--- config.mk ---
export PLATFORM = sky130hd
export DESIGN_NAME = mem_cmd_scheduler
export DESIGN_NICKNAME = d
export VERILOG_FILES = /design/src/rtl/mem_ctrl_pkg.sv /design/src/rtl/req_queue.sv /design/src/rtl/mem_cmd_scheduler.sv
export SDC_FILE = /design/constraint.sdc
export NUM_CORES = 1
export LEC_CHECK = 0
export CAP_MARGIN = 40
export CORE_ASPECT_RATIO = 1.2
export CORE_MARGIN = 2
export CORE_UTILIZATION = 30
export DETAILED_ROUTE_END_ITERATION = 7
export GPL_TIMING_DRIVEN = 0
export PLACE_DENSITY = 0.44
export SKIP_CTS_REPAIR_TIMING = 1
export SLEW_MARGIN = 20
export SYNTH_ARGS = -nofsm -noshare
export SYNTH_HDL_FRONTEND = slang
export SYNTH_SLANG_ARGS = --single-unit
--- constraint.sdc ---
create_clock -name clk -period 9.09 [get_ports clk]
set_input_delay 1.3635 -clock clk [delete_from_list [all_inputs] [get_ports clk]]
set_output_delay 1.3635 -clock clk [all_outputs]
set_load 0.005 [all_outputs]
--- src/rtl/mem_ctrl_pkg.sv ---
// Shared types and constants for the memory command scheduler:
// request/command encodings, the request record, address-field layout
// and default DRAM timing values (all in clk cycles).
package mem_ctrl_pkg;

  typedef enum logic [1:0] {
    OP_READ    = 2'd0,
    OP_WRITE   = 2'd1,
    OP_IFETCH  = 2'd2,
    OP_ILLEGAL = 2'd3
  } op_t;

  typedef enum logic [1:0] {
    CMD_ACT = 2'd0,
    CMD_RD  = 2'd1,
    CMD_WR  = 2'd2,
    CMD_PRE = 2'd3
  } cmd_t;

  // One trace request: earliest issue cycle, operation, byte address.
  typedef struct packed {
    logic [31:0] issue_time;
    op_t         op;
    logic [31:0] addr;
  } mem_req_t;

  // Address layout: row | bank | bank group | column | byte-in-beat.
  localparam int ROW_LSB  = 17;
  localparam int ROW_W    = 15;
  localparam int BANK_LSB = 15;
  localparam int BANK_W   = 2;
  localparam int BG_LSB   = 13;
  localparam int BG_W     = 2;
  localparam int COL_LSB  = 3;
  localparam int COL_W    = 10;

  localparam int DEF_QUEUE_DEPTH = 16;
  localparam int DEF_T_RCD       = 4;
  localparam int DEF_T_CL        = 5;
  localparam int DEF_T_CWL       = 4;
  localparam int DEF_T_BURST     = 4;
  localparam int DEF_T_RP        = 4;

endpackage

--- src/rtl/req_queue.sv ---
// In-order request FIFO. Head is read combinationally from the storage
// array; an entry written in one cycle is only visible at the head from
// the next cycle, since empty/count come from registered state.
module req_queue #(
  parameter int DEPTH = 16,
  parameter int WIDTH = 66,
  localparam int AW = $clog2(DEPTH)
) (
  input  logic             clk,
  input  logic             rst_n,
  input  logic             push,
  input  logic [WIDTH-1:0] push_data,
  input  logic             pop,
  output logic [WIDTH-1:0] pop_data,
  output logic             full,
  output logic             empty,
  output logic [AW:0]      count
);

  logic [WIDTH-1:0] mem_q [DEPTH];
  logic [AW-1:0]    wr_ptr_q, wr_ptr_d;
  logic [AW-1:0]    rd_ptr_q, rd_ptr_d;
  logic [AW:0]      count_q, count_d;
  logic             do_push, do_pop;

  assign full     = (count_q == (AW+1)'(DEPTH));
  assign empty    = (count_q == '0);
  assign count    = count_q;
  assign pop_data = mem_q[rd_ptr_q];
  assign do_push  = push && !full;
  assign do_pop   = pop && !empty;

  // Pointer and occupancy update; simultaneous push+pop leaves count unchanged.
  always_comb begin
    wr_ptr_d = wr_ptr_q;
    rd_ptr_d = rd_ptr_q;
    count_d  = count_q;
    if (do_push) wr_ptr_d = wr_ptr_q + AW'(1);
    if (do_pop)  rd_ptr_d = rd_ptr_q + AW'(1);
    case ({do_push, do_pop})
      2'b10:   count_d = count_q + (AW+1)'(1);
      2'b01:   count_d = count_q - (AW+1)'(1);
      default: count_d = count_q;
    endcase
  end

  // Control state registers.
  always_ff @(posedge clk or negedge rst_n) begin
    if (!rst_n) begin
      wr_ptr_q <= '0;
      rd_ptr_q <= '0;
      count_q  <= '0;
    end else begin
      wr_ptr_q <= wr_ptr_d;
      rd_ptr_q <= rd_ptr_d;
      count_q  <= count_d;
    end
  end

  // Storage write; contents need no reset because pointers gate visibility.
  always_ff @(posedge clk) begin
    if (do_push) mem_q[wr_ptr_q] <= push_data;
  end

endmodule

--- src/rtl/mem_cmd_scheduler.sv ---
// Closed-page DRAM command scheduler: queues timed trace requests and
// replays each as ACT -> CAS (RD/WR) -> PRE with fixed timing gaps.
// Optional macro SCHED_DEBUG_EN adds a simulation log of issued commands
// and dropped illegal requests; behaviour is otherwise identical.
module mem_cmd_scheduler
  import mem_ctrl_pkg::*;
#(
  parameter int QUEUE_DEPTH = DEF_QUEUE_DEPTH,
  parameter int T_RCD       = DEF_T_RCD,
  parameter int T_CL        = DEF_T_CL,
  parameter int T_CWL       = DEF_T_CWL,
  parameter int T_BURST     = DEF_T_BURST,
  parameter int T_RP        = DEF_T_RP
) (
  input  logic        clk,
  input  logic        rst_n,
  input  logic        en,
  input  logic        req_valid,
  output logic        req_ready,
  input  logic [31:0] req_time,
  input  logic [1:0]  req_op,
  input  logic [31:0] req_addr,
  output logic        cmd_valid,
  output logic [1:0]  cmd,
  output logic [1:0]  cmd_bg,
  output logic [1:0]  cmd_bank,
  output logic [14:0] cmd_row,
  output logic [9:0]  cmd_col,
  output logic [4:0]  q_count,
  output logic [31:0] sim_time,
  output logic        busy
);

  localparam int CW = 16;

  typedef enum logic [2:0] {
    ST_IDLE, ST_ACT, ST_WAIT_RCD, ST_CAS, ST_WAIT_CAS, ST_PRE, ST_WAIT_RP
  } state_t;

  state_t            state_q, state_d;
  logic [CW-1:0]     cnt_q, cnt_d;
  logic [31:0]       sim_time_q, sim_time_d;
  logic              wr_q, wr_d;
  logic [BG_W-1:0]   bg_q, bg_d;
  logic [BANK_W-1:0] bank_q, bank_d;
  logic [ROW_W-1:0]  row_q, row_d;
  logic [COL_W-1:0]  col_q, col_d;

  logic [$bits(mem_req_t)-1:0] q_rd_data;
  logic [$clog2(QUEUE_DEPTH):0] q_cnt;
  logic     q_full, q_empty, q_push, q_pop;
  mem_req_t head, push_req;
  cmd_t     cmd_c;
  logic     unused_addr_lsbs;

  assign req_ready = en && !q_full;
  // Illegal op 3 is accepted on the handshake but never stored.
  assign q_push    = req_valid && req_ready && (req_op != 2'd3);
  assign push_req  = '{issue_time: req_time, op: op_t'(req_op), addr: req_addr};
  assign head      = mem_req_t'(q_rd_data);
  assign q_count   = 5'(q_cnt);
  assign sim_time  = sim_time_q;
  assign unused_addr_lsbs = ^head.addr[COL_LSB-1:0];

  req_queue #(
    .DEPTH (QUEUE_DEPTH),
    .WIDTH ($bits(mem_req_t))
  ) u_queue (
    .clk       (clk),
    .rst_n     (rst_n),
    .push      (q_push),
    .push_data (push_req),
    .pop       (q_pop),
    .pop_data  (q_rd_data),
    .full      (q_full),
    .empty     (q_empty),
    .count     (q_cnt)
  );

  // Cycle counter: advances only while enabled, sticks at all-ones.
  always_comb begin
    sim_time_d = sim_time_q;
    if (en && (sim_time_q != '1)) sim_time_d = sim_time_q + 32'd1;
  end

  // Sequencer next state: dispatch, then count down each timing gap.
  always_comb begin
    state_d = state_q;
    cnt_d   = cnt_q;
    wr_d    = wr_q;
    bg_d    = bg_q;
    bank_d  = bank_q;
    row_d   = row_q;
    col_d   = col_q;
    q_pop   = 1'b0;
    case (state_q)
      ST_IDLE: begin
        if (en && !q_empty && (sim_time_q >= head.issue_time)) begin
          q_pop   = 1'b1;
          wr_d    = (head.op == OP_WRITE);
          row_d   = head.addr[ROW_LSB +: ROW_W];
          bank_d  = head.addr[BANK_LSB +: BANK_W];
          bg_d    = head.addr[BG_LSB +: BG_W];
          col_d   = head.addr[COL_LSB +: COL_W];
          state_d = ST_ACT;
        end
      end
      ST_ACT: begin
        cnt_d   = CW'(T_RCD - 2);
        state_d = ST_WAIT_RCD;
      end
      ST_WAIT_RCD: begin
        if (cnt_q == '0) state_d = ST_CAS;
        else             cnt_d   = cnt_q - CW'(1);
      end
      ST_CAS: begin
        cnt_d   = wr_q ? CW'(T_CWL + T_BURST - 2) : CW'(T_CL + T_BURST - 2);
        state_d = ST_WAIT_CAS;
      end
      ST_WAIT_CAS: begin
        if (cnt_q == '0) state_d = ST_PRE;
        else             cnt_d   = cnt_q - CW'(1);
      end
      ST_PRE: begin
        cnt_d   = CW'(T_RP - 2);
        state_d = ST_WAIT_RP;
      end
      ST_WAIT_RP: begin
        if (cnt_q == '0) state_d = ST_IDLE;
        else             cnt_d   = cnt_q - CW'(1);
      end
      default: state_d = ST_IDLE;
    endcase
  end

  // Command outputs: strobe in ACT/CAS/PRE, fields valid from ACT through PRE.
  always_comb begin
    cmd_valid = 1'b0;
    cmd_c     = CMD_ACT;
    cmd_bg    = '0;
    cmd_bank  = '0;
    cmd_row   = '0;
    cmd_col   = '0;
    busy      = (state_q != ST_IDLE);
    case (state_q)
      ST_ACT: begin cmd_valid = 1'b1; cmd_c = CMD_ACT; end
      ST_CAS: begin cmd_valid = 1'b1; cmd_c = wr_q ? CMD_WR : CMD_RD; end
      ST_PRE: begin cmd_valid = 1'b1; cmd_c = CMD_PRE; end
      default: ;
    endcase
    if (state_q inside {ST_ACT, ST_WAIT_RCD, ST_CAS, ST_WAIT_CAS, ST_PRE}) begin
      cmd_bg   = bg_q;
      cmd_bank = bank_q;
      cmd_row  = row_q;
      cmd_col  = col_q;
    end
  end

  assign cmd = cmd_c;

  // State registers; reset abandons any in-flight sequence.
  always_ff @(posedge clk or negedge rst_n) begin
    if (!rst_n) begin
      state_q    <= ST_IDLE;
      cnt_q      <= '0;
      sim_time_q <= '0;
      wr_q       <= 1'b0;
      bg_q       <= '0;
      bank_q     <= '0;
      row_q      <= '0;
      col_q      <= '0;
    end else begin
      state_q    <= state_d;
      cnt_q      <= cnt_d;
      sim_time_q <= sim_time_d;
      wr_q       <= wr_d;
      bg_q       <= bg_d;
      bank_q     <= bank_d;
      row_q      <= row_d;
      col_q      <= col_d;
    end
  end

`ifdef SCHED_DEBUG_EN
  // Simulation log of issued commands and dropped illegal requests.
  always @(posedge clk) begin
    if (rst_n && cmd_valid)
      $display("[%08h] %s bg=%h bank=%h row=%h col=%h",
               sim_time, cmd_c.name(), cmd_bg, cmd_bank, cmd_row, cmd_col);
    if (rst_n && req_valid && req_ready && (req_op == 2'd3))
      $display("[%08h] dropped illegal op addr=%h", sim_time, req_addr);
  end
`else
`endif

endmodule
Yosys cells after proc, flatten, opt, wreduce, memory -nomap -nowiden

Memory sizes are Yosys's and may differ from the RTL's.
Cells that the tools add are included.

Bits in registers: 94
Latch bits: 0
Memory bits (writable): 1056
Memory bits (read-only): 0
Word-level logic and storage cells: 79
Memories kept: 1

Add/subtract/negate cells: 6
Multipliers: 0
Div/mod/pow operators: 0
Magnitude comparators: 1
Equality and inequality tests: 17
Shift operators: 0
Muxes and demuxes: 20
Bitwise operators: 0
Reduce and logical (&&, ||, !) cells: 23

Memories:

| name          | words | width | rd ports | clocked after memory_dff | wr ports | RTL line        | source |
|---|---|---|---|---|---|---|---|
| u_queue.mem_q | 16    | 66    | 1        | 0                        | 1        | req_queue.sv:20 | `logic [WIDTH-1:0] mem_q [DEPTH];` |

Operators by type and width:

| cell                                                | number |
|---|---|
| case mux 16 bit (3 select lines)                    | 1 |
| adder 32 x 1 -> 32 bit (second input constant)      | 1 |
| >= comparator 32 bit                                | 1 |
| != test 32 bit (second input constant)              | 1 |
| case mux 3 bit (7 select lines)                     | 1 |
| zero test 16 bit                                    | 1 |
| two-way mux 16 bit                                  | 1 |
| subtractor 16 x 1 -> 16 bit (second input constant) | 1 |
| two-way mux 15 bit                                  | 1 |
| two-way mux 3 bit                                   | 4 |
| != test 2 bit (second input constant)               | 6 |
| two-way mux 10 bit                                  | 1 |
| case mux 5 bit (2 select lines)                     | 1 |
| == test 3 bit (second input constant)               | 3 |
| adder 4 x 1 -> 4 bit (second input constant)        | 2 |
| logical AND 1 bit                                   | 8 |
| == test 3 x 2 -> 1 bit (second input constant)      | 2 |
| two-way mux 1 bit                                   | 6 |
| two-way mux 2 bit                                   | 3 |
| nonzero test 3 bit                                  | 2 |
| OR reduction 3 bit                                  | 2 |
| adder 5 x 1 -> 5 bit (second input constant)        | 1 |
| == test 5 bit (second input constant)               | 1 |
| zero test 5 bit                                     | 1 |
| other kinds (12)                                    | 15 |

Longest topological paths before layout

Word-level depth: 9
Depth in mapped cells: 24

By module

From an unflattened synthesis, not the netlist that was laid out.

Cells, all modules: 2536
Area, all modules: 46295.7 sq um

By module, submodules not included:

| module            | times used | cells each | area each (sq um) |
|---|---|---|---|
| req_queue         | 1          | 2052       | 41429.7 |
| mem_cmd_scheduler | 1          | 484        | 4865.9 |

Least setup slack after synthesis

OpenSTA, ideal clock, no wires.

Path type: register to register
From: register u_queue.rd_ptr_q[1]
To: register u_queue.count_q[4], in the netlist u_queue.count[4]
Library setup time: 0.123 ns
Arrival: 4.793 ns
Setup slack: 4.174 ns
Stages on the path, launching flop included: 23
Path buffers: 4
Period minus slack after synthesis: 4.916 ns
Cells stage by stage: dfrtp_1 buf_2 buf_1 clkbuf_1 mux4_2 mux4_2 ha_1 nand2b_1 a2111o_1 a32oi_1 a211oi_4 nor2_4 buf_6 inv_1 ha_1 inv_1 fa_1 inv_1 a21o_1 a21oi_1 xnor2_1 nor2_1 xnor2_1

Word-level cells in the longest chain between the ends: 8
Elaborated cells between the ends (all ways): 10
Classes of those cells: order compare (1); eq/ne (2); mux (3); reduce/logical (3); memory (1)

Ends and longest elaborated chain:

| element                                                                      | RTL line                | source |
|---|---|---|
| start, declared                                                              | req_queue.sv:22         | `logic [AW-1:0] rd_ptr_q, rd_ptr_d;` |
| start signal, assigned                                                       | req_queue.sv:55         | `rd_ptr_q <= rd_ptr_d;` |
| memory read (16 x 66 bit) *                                                  | --                      |  |
| >= comparator 32 bit *                                                       | mem_cmd_scheduler.sv:98 | `if (en && !q_empty && (sim_time_q >= head.issue_time)) begin` |
| logical AND 1 bit *                                                          | mem_cmd_scheduler.sv:98 |  |
| two-way mux 1 bit *                                                          | mem_cmd_scheduler.sv:98 |  |
| two-way mux 1 bit *                                                          | mem_cmd_scheduler.sv:96 | `case (state_q)` |
| logical AND 1 bit *                                                          | req_queue.sv:31         | `assign do_pop = pop && !empty;` |
| named net u_queue.do_pop                                                     | req_queue.sv:24         | `logic do_push, do_pop;` |
| == test 2 x 1 -> 1 bit / == test 2 bit (equally long branches)               | req_queue.sv:40         | `case ({do_push, do_pop})` |
| case mux 5 bit (2 select lines) / nonzero test 2 bit (equally long branches) | --                      |  |
| end signal, assigned                                                         | req_queue.sv:56         | `count_q <= count_d;` |
| end, declared                                                                | req_queue.sv:23         | `logic [AW:0] count_q, count_d;` |

The timed path passes the listed nets; every way through them passes the cells marked *.
A chain may end at the register's enable or synchronous reset.

Worst setup path in the final report

Ends and elaborated chain as after synthesis.

==> results.json <==
{
  "status": "complete, no violations",
  "pin_count": 141,
  "firstDrtPassIters": 5,
  "grt_antenna_before_repair": 16,
  "report.final.slew_viol_count": 0,
  "cp.depth": 24,
  "portBuffers": 137,
  "worstSetupPathType": "reg2reg",
  "insertion_delay_ns": 0.71,
  "max_slew_margin": 0.414,
  "p_leak_nw": 17.0,
  "worstHoldPathType": "reg2reg",
  "switching_share": 0.233,
  "pwr-share-clk": 0.405,
  "final_cell_mix": "1,008 x edfxtp_1, 306 x mux4_2, 136 x clkdlybuf4s50_1",
  "yosysWarnings": 0,
  "synth_seq_cells": 1102,
  "avgRoutedWirePerCell_um": 27.0,
  "setup_ws_ns": 2.56,
  "clk_pin_slew_ns": 0.06,
  "synth_top_flop_cell": "edfxtp_1",
  "yosys.area.top_type": "edfxtp_1",
  "clockBufferDepth": 3,
  "vdd_drop_max_mv": 0.157,
  "critPathCaptureType": "flip-flop",
  "syn_area_um2": 43300,
  "post-route-period-util": 0.718,
  "routed_wl_um": 116000,
  "path_cells": "buf_2, buf_1, clkbuf_1, buf_6, mux4_2, mux4_2, inv_1, ha_1, nand4_1, nor4_1, a21oi_1, a31oi_2, nor2_4, buf_6, inv_1, ha_1, inv_1, fa_1, inv_1, a21o_1, a21oi_1, xnor2_1, nor2_1, xnor2_1",
  "worstRegToRegCells": 24,
  "tns_ns": 0,
  "max-cap-violations": 0,
  "final_util": 0.364,
  "grt_overflow": 0,
  "synth_edf_count": 1008,
  "fin_skew_ns": 0.0290,
  "synth_nets": 2092,
  "synthArstFlopShare": 0.0853,
  "max_freq_ghz": 0.153,
  "initial_core_util": 0.302,
  "cts_tree": "yes",
  "cts_buffers": 119,
  "rows": 152,
  "final_area_um2": 52100,
  "synth_area_leaders": "edfxtp_1 70%, mux4_2 16%, dfrtp_1 5.4%",
  "worst_ep_required_time_ns": 9.67,
  "grt.total_usage": 0.159,
  "p_int_mw": 9.04,
  "cp.buffers_inverters": 9,
  "holdPathStages": 1,
  "arrival_ns": 7.11,
  "switchingPower_mw": 2.74,
  "cpMostUsedCell": "inv_1",
  "max_stage_delay_ns": 0.64,
  "dieArea_um2": 147000,
  "die_h_um": 420,
  "powerDensity_nw_per_um2": 226,
  "cts_sinks": 1102,
  "dpl_cell_area_um2": 48200,
  "final_common_cell": "edfxtp_1",
  "critPathTopFamily": "buffers and inverters",
  "cts_max_level": 3,
  "synth_cell_types": 67,
  "grt_max_degree": 50,
  "dp_worst_setup_slack_ns": 2.45,
  "combinationalPowerShare": 0.095,
  "drive_gt1_frac": 0.265,
  "core_um2": 143000,
  "synth_cells": 1978,
  "finalNonFillerCells": 4320,
  "num_vias": 20700,
  "fin_total_pwr_mw": 11.8,
  "hold_violations": 0,
  "slowest_stage": "buf_1",
  "syn_to_final_growth_pct": 20.4,
  "period_needed_ns": 6.53,
  "die_x_um": 351,
  "synth.avg_cell_area_um2": 21.9,
  "ant_nets": 0,
  "worstPathMaxFanout": 10,
  "nets": 2410,
  "seqPwrFrac": 0.500,
  "dp_cells": 4100,
  "grt_setup_unrepaired": "no",
  "yosysSeqAreaShare": 0.754,
  "grt_pass1_vias": 22500,
  "synth_top_area_share": 0.699,
  "initialDrtViolationCount": 1675,
  "worstMarginPinSlew_ns": 0.879,
  "drc": 0,
  "setup_violations": 0,
  "hpwl_um": 74800,
  "worst_setup_path_start_kind": "flip-flop",
  "clockRootBuffer": "clkbuf_16",
  "finalHoldWorstSlack_ns": 0.497,
  "viasPerCell": 4.80,
  "gp_congestion": 0.764,
  "grt_pass1_wl_um": 165000
}
[area by class of cell]
cell class              count  area (um^2)
diodes                      1         2.50
plain buffers              86          455
clock buffers             167         3340
clock inverters            52          524
fillers                 13200        91100
inverters                  56          210
multi-input cells         734        10000
flip-flops and latches   1102        32600
well taps                1925         2410
repair buffers            197         2510
[worst register-to-register path: stages, from the launching register on]
cell and delay (ns):
dfrtp_1 0.46, buf_2 0.29, buf_1 0.64, clkbuf_1 0.36, buf_6 0.22, mux4_2 0.33
mux4_2 0.47, inv_1 0.24, ha_1 0.22, nand4_1 0.14, nor4_1 0.39, a21oi_1 0.22
a31oi_2 0.56, nor2_4 0.17, buf_6 0.22, inv_1 0.08, ha_1 0.23, inv_1 0.11
fa_1 0.41, inv_1 0.08, a21o_1 0.12, a21oi_1 0.08, xnor2_1 0.14, nor2_1 0.07
xnor2_1 0.13
[state kept, by name (all words and copies together) (netlist names)]
register	count
row_q	15
sim_time	32
u_queue.rd_ptr_q	4
u_queue.mem_q	1008
col_q	10
bg_q	2
state_q	3
cnt_q	16
bank_q	2
wr_q	1
u_queue.count	5
u_queue.wr_ptr_q	4
[power groups by stage]
stage | clock network (mW) | registers, mW | logic [mW]
CTS | 4.90 | 5.89 | 1.15
detailed placement | 0 | 6.00 | 1.14
global placement | 0 | 6.01 | 1.05
global route | 5.08 | 5.91 | 1.23
floorplan | 0 | 5.97 | 0.597
finish | 4.78 | 5.89 | 1.12
[worst paths after layout]
| check | startpoint | end | slack [ns] |
|---|---|---|---|
| setup / recovery | u_queue.rd_ptr_q[1]$_DFFE_PN0P_ | u_queue.count[4]$_DFFE_PN0P_ | 2.56 |
| hold reg to reg | row_q[11]$_DFFE_PN0N_ | row_q[11]$_DFFE_PN0N_ | 0.50 |
| hold / removal | row_q[11]$_DFFE_PN0N_ | row_q[11]$_DFFE_PN0N_ | 0.50 |
| setup reg to reg | u_queue.rd_ptr_q[1]$_DFFE_PN0P_ | u_queue.count[4]$_DFFE_PN0P_ | 2.56 |
| max in group asynchronous | rst_n | row_q[11]$_DFFE_PN0N_ | 7.72 |
| min in group asynchronous | rst_n | cnt_q[9]$_DFFE_PN0P_ | 0.60 |
[layer usage]
metal	routed length, um	global-route usage
met2	59700	0.279
met5	166	0
met1	48500	0.202
met3	5640	0.0325
met4	2400	0.0362
[cell usage after synthesis, types with 2 or more instances]
master	count
a211o_1	2
a211oi_1	2
a21o_1	3
a21oi_1	25
a31oi_1	3
and2_1	46
and3_1	5
and4_1	3
buf_1	14
buf_2	26
buf_4	3
buf_6	11
clkbuf_1	31
dfrtp_1	94
edfxtp_1	1008
ha_1	43
inv_1	55
mux2_2	30
mux4_2	306
nand2_1	47
nand2b_1	8
nand3_1	15
nand4_1	14
nor2_1	42
nor2b_1	2
nor3_1	9
nor3b_1	2
nor4_1	6
nor4_4	2
o21ai_0	23
o221ai_1	4
o32ai_1	4
or2_2	2
or3_1	2
xnor2_1	30
xor2_1	25
[cells by family (layout without fill, tap and decap cells)]
logic type | after synthesis | in the layout | synth area share
adder cells (fa/ha/maj) | 44 | 44 | 0.0129
AND/OR/NAND/NOR | 215 | 215 | 0.0268
other | 0 | 1 | 0
AO/OA/AOI/OAI | 82 | 82 | 0.0124
multiplexers | 338 | 338 | 0.168
XOR/XNOR | 55 | 55 | 0.0111
buffers and inverters | 142 | 558 | 0.0154
flip-flops | 1102 | 1102 | 0.754
(Power assumes the default switching activity.)
==> RTL change 1, RTL diff (same settings) <==
Register the output `q_count`; this adds one clock of latency there. The other outputs are not delayed to match.
--- a/src/rtl/mem_cmd_scheduler.sv
+++ b/src/rtl/mem_cmd_scheduler.sv
@@ -59,5 +59,7 @@
   assign push_req  = '{issue_time: req_time, op: op_t'(req_op), addr: req_addr};
   assign head      = mem_req_t'(q_rd_data);
-  assign q_count   = 5'(q_cnt);
+  always_ff @(posedge clk) begin
+    q_count <= 5'(q_cnt);
+  end
   assign sim_time  = sim_time_q;
   assign unused_addr_lsbs = ^head.addr[COL_LSB-1:0];
Check against the original RTL: not equivalent (Yosys sat finds a counterexample within 4 cycles, from zero or initial values and one cycle with rst_n low).
==> RTL change 1 against the unedited design <==
  * Global-route usage grew 0.57 points
  * Critical path depth is the same
  * Die area rose by 0.12%
  * Clock skew grew 0.020 ns
  * Final area is 0.32% higher
  * Utilization increased by 0.12 points
  * Worst setup slack worse by 0.99 ns
  * Wire length is 3.6% higher
  * Cell count is 0.83% higher
  * Total power decreased by 2.3%
  * Area after synthesis up 0.12%
  * Sequential cell count up 5
  * Count of clock-buffer cells in the layout down 2
  * Critical path type unchanged
  * Largest cell class unchanged
==> RTL change 1: results (changes against the unedited design) <==
stage;metric;value;unit;change
finish;multi-input combinational area share;19.2;%;was 19.3%
synthesis;Post-Synth Adder-Cell Area;1.29;%;about the same
timing;Rel. slew slack;43.5;%;was 41.4%
synthesis;sequential area share after synthesis;75.5;%;was 75.4%
global_routing;vias in the first global route;22700;;was 22500
synthesis;Post-Synth XOR/XNOR Area;1.07;%;was 1.11%
finish;Clock-cell share;7.49;%;was 7.42%
global_routing;grt met1 use;21.7;%;was 20.2%
place;Post-Place Setup Slack;1.23;ns;was 2.45 ns
timing;Setup Skew;0.0491;ns;was 0.0290 ns
power_and_ir_drop;static leakage;16.8;nW;was 17.0 nW
finish;Seq cells;1107;;was 1102
synthesis;Syn Nets;2107;;was 2092
global_routing;GRT Overall Usage;16.5;%;was 15.9%
synthesis;Synth Area in Compound Gates;1.24;%;about the same
global_routing;met2 GRT Util;28.5;%;was 27.9%
global_routing;largest net degree at the start of global routing;53;;was 50
synthesis;synth top area cells;edfxtp_1, mux4_2, dfrtp_1;;unchanged
finish;fin nets;2436;;was 2410
run_status;outcome;completed;;unchanged
finish;CLK BUF;165;;was 167
place;GP Congestion;0.756;;was 0.764
finish;inverters;57;;was 56
critical_path;reg2reg setup slack;1.57;ns;was 2.56 ns
finish;Multi-input gate area;10100;µm²;was 10000 µm²
global_routing;first-pass GRT wire length;170000;µm;was 165000 µm
power_and_ir_drop;Max VDD drop;177;µV;was 157 µV
synthesis;post-synthesis mux area share;16.8;%;about the same
place;placed cell area;48300;µm²;was 48200 µm²
global_routing;initial antenna violation count;18;;was 16
finish;Filler Cells Inserted;13200;;about the same
routing;TritonRoute pass-1 iters;7;;was 5
finish;Non-clock buffers, area share;5.65;%;was 5.69%
finish;sequential share of cell area;62.6;%;about the same
synthesis;Synth top cells by count;edfxtp_1, mux4_2, dfrtp_1;;unchanged
timing;Tmin final;7.52;ns;was 6.53 ns
timing;hold_ws;0.427;ns;was 0.497 ns
place;placed insts;4122;;was 4100
critical_path;critical path arrival;8.09;ns;was 7.11 ns
synthesis;Synth cell types;59;;was 67
power_and_ir_drop;Flop pwr share;50.9;%;was 50.0%
## RTL change 1: cell types whose count changed in the layout (fill, tap and decap cells not counted), sizes merged, moves of 4 or more
| cell | before | now |
|---|---|---|
| and3 | 5 | 15 |
| clkbuf | 198 | 203 |
| clkinv | 38 | 55 |
| dfxtp | 0 | 5 |
| nand2 | 47 | 40 |
| xor2 | 25 | 21 |
## RTL change 1: critical path: stages (launching register included)
cell and delay [ns]:
dfrtp_1 0.48, clkbuf_1 0.49, clkbuf_1 0.60, clkbuf_1 0.53
mux4_2 0.40, mux4_2 0.50, inv_1 0.14, ha_1 0.26
a21oi_1 0.12, o21ai_0 0.09, buf_2 0.17, a221oi_1 0.38
a31oi_1 0.37, nor2_1 0.76, buf_2 0.55, inv_1 0.12
ha_1 0.27, inv_1 0.12, fa_1 0.22, inv_1 0.05
a21o_1 0.17, a21oi_1 0.20, xnor2_1 0.14, nor2_1 0.07
xnor2_1 0.13
==> RTL change 2, RTL diff (config.mk and constraints unchanged) <==
Made on the original files. `CW`: 16 -> 15.
--- a/src/rtl/mem_cmd_scheduler.sv
+++ b/src/rtl/mem_cmd_scheduler.sv
@@ -32,5 +32,5 @@
 );
 
-  localparam int CW = 16;
+  localparam int CW = 15;
 
   typedef enum logic [2:0] {
Function: same outputs for any inputs over 4 cycles, from zero or initial values and one cycle with rst_n low; that may be too few to reach the edited logic, so the function may still have changed.
==> RTL change 2 against the unedited design <==
  * Utilization rose by 0.20 points
  * Critical path depth stayed put
  * Sequential cell count is 1 lower
  * Final area grew 0.41%
  * Total power rose by 1.3%
  * Count of clock-buffer cells in the layout fell by 13
  * Wire length rose by 3.3%
  * Worst setup slack worse by 0.51 ns
  * Non-clock buffer count grew 10
  * Clock skew up 0.0075 ns
  * Area after synthesis down 0.11%
  * Largest cell class unchanged
  * Largest power group unchanged
==> RTL change 2: results (changes against the unedited design) <==
stage;metric;value;unit;change
run_status;outcome;completed;;unchanged
clock_network;Inserted Clock Buffers;118;;was 119
synthesis;Synth top cells by count;edfxtp_1, mux4_2, dfrtp_1;;unchanged
power_and_ir_drop;PD cells;228;nW/µm²;was 226 nW/µm²
place;placed insts;4098;;was 4100
synthesis;post-synthesis mux area share;17.1;%;was 16.8%
global_routing;grt met1 use;22.0;%;was 20.2%
routing;metal2 WL;60900;µm;was 59700 µm
synthesis;Synth Area in Compound Gates;1.20;%;was 1.24%
synthesis;ys flop type;edfxtp_1;;unchanged
synthesis;Post-Synth Adder-Cell Area;1.29;%;about the same
global_routing;met3 global-route usage;2.55;%;was 3.25%
critical_path;slowest cell on the critical path;nor2_2;;was buf_1
routing;Met3 Routed Length;5390;µm;was 5640 µm
place;DP HPWL;77600;µm;was 74800 µm
synthesis;fraction of registers with async set/reset;8.45;%;was 8.53%
synthesis;synthesis warning total;0;;unchanged
power_and_ir_drop;combinational share of power;8.9;%;was 9.5%
power_and_ir_drop;clock network power;5.00;mW;was 4.78 mW
critical_path;critical path arrival;7.63;ns;was 7.11 ns
synthesis;Synth cell types;58;;was 67
finish;layout cells sized above 1;27.0;%;was 26.5%
timing;Tmin final;7.04;ns;was 6.53 ns
place;placed cell area;48300;µm²;was 48200 µm²
synthesis;Syn Nets;2085;;was 2092
power_and_ir_drop;Max VDD drop;163;µV;was 157 µV
critical_path;Worst path max stage delay;0.61;ns;was 0.64 ns
place;Post-Place Setup Slack;1.96;ns;was 2.45 ns
timing;Rel. slew slack;40.5;%;was 41.4%
power_and_ir_drop;Pint;9.21;mW;was 9.04 mW
synthesis;Post-Synth XOR/XNOR Area;0.993;%;was 1.11%
finish;fin nets;2408;;was 2410
global_routing;vias in the first global route;22400;;was 22500
global_routing;met2 GRT Util;28.3;%;was 27.9%
synthesis;synth top area cells;edfxtp_1, mux4_2, dfrtp_1;;unchanged
global_routing;GRT Overall Usage;16.5;%;was 15.9%
routing;DRT iter0 DRCs;1680;;was 1675
timing;Setup Skew;0.0365;ns;was 0.0290 ns
global_routing;largest net degree at the start of global routing;55;;was 50
routing;top layer in use;met5;;unchanged
power_and_ir_drop;static leakage;17.1;nW;was 17.0 nW
routing;wl on met1;52100;µm;was 48500 µm
global_routing;initial antenna violation count;14;;was 16
routing;Avg WL per Cell;27.9;µm;was 27.0 µm
global_routing;first-pass GRT wire length;169000;µm;was 165000 µm
finish;Inserted Diodes;0;;was 1
place;GP Congestion;0.736;;was 0.764
routing;DR vias/cell;4.84;;was 4.80
clock_network;clk root buf;clkbuf_16;;unchanged
synthesis;synthesized instance count;1971;;was 1978
synthesis;sequential area share after synthesis;75.4;%;about the same
[RTL change 2: cell types whose count changed after synthesis, moves of 13 or more]
cell	change
and2_1	-29
and3_1	+30
clkbuf_1	+13
mux2_2	-26
mux2_4	+27
xor2_1	-13
[RTL change 2: area by class of cell]
cell class | instances | area [µm²]
Buffer | 90 | 425
Clock buffer | 154 | 3210
Clock inverter | 67 | 843
Fill cell | 13200 | 90700
Inverter | 54 | 203
Multi-Input combinational cell | 726 | 10100
Sequential cell | 1101 | 32600
Tap cell | 1925 | 2410
Timing Repair Buffer | 203 | 2580
[RTL change 2: path summary, 6_finish.rpt]
path / from / end / slack (ns) / cells past startpoint
min in group asynchronous: rst_n / u_queue.count[1]$_DFFE_PN0P_ / 0.66 / 1
worst min-delay path: cnt_q[9]$_DFFE_PN0P_ / cnt_q[9]$_DFFE_PN0P_ / 0.50 / 1
worst max register to register: u_queue.rd_ptr_q[1]$_DFFE_PN0P_ / u_queue.count[4]$_DFFE_PN0P_ / 2.05 / 24
max in group asynchronous: rst_n / row_q[13]$_DFFE_PN0N_ / 7.68 / 2
worst max-delay path: u_queue.rd_ptr_q[1]$_DFFE_PN0P_ / u_queue.count[4]$_DFFE_PN0P_ / 2.05 / 24
worst min register to register: cnt_q[9]$_DFFE_PN0P_ / cnt_q[9]$_DFFE_PN0P_ / 0.50 / 1
[RTL change 2: critical path, delay by kind of cell (launching register included)]
family                     cells  cell delay (ns)
buffers and inverters          9             2.43
AOI/OAI and AO/OA              6             1.52
muxes                          2             0.78
adders and majority gates      3             0.76
and+or+nand+nor                2             0.68
DFF                            1             0.46
xor gates and xnor gates       2             0.26
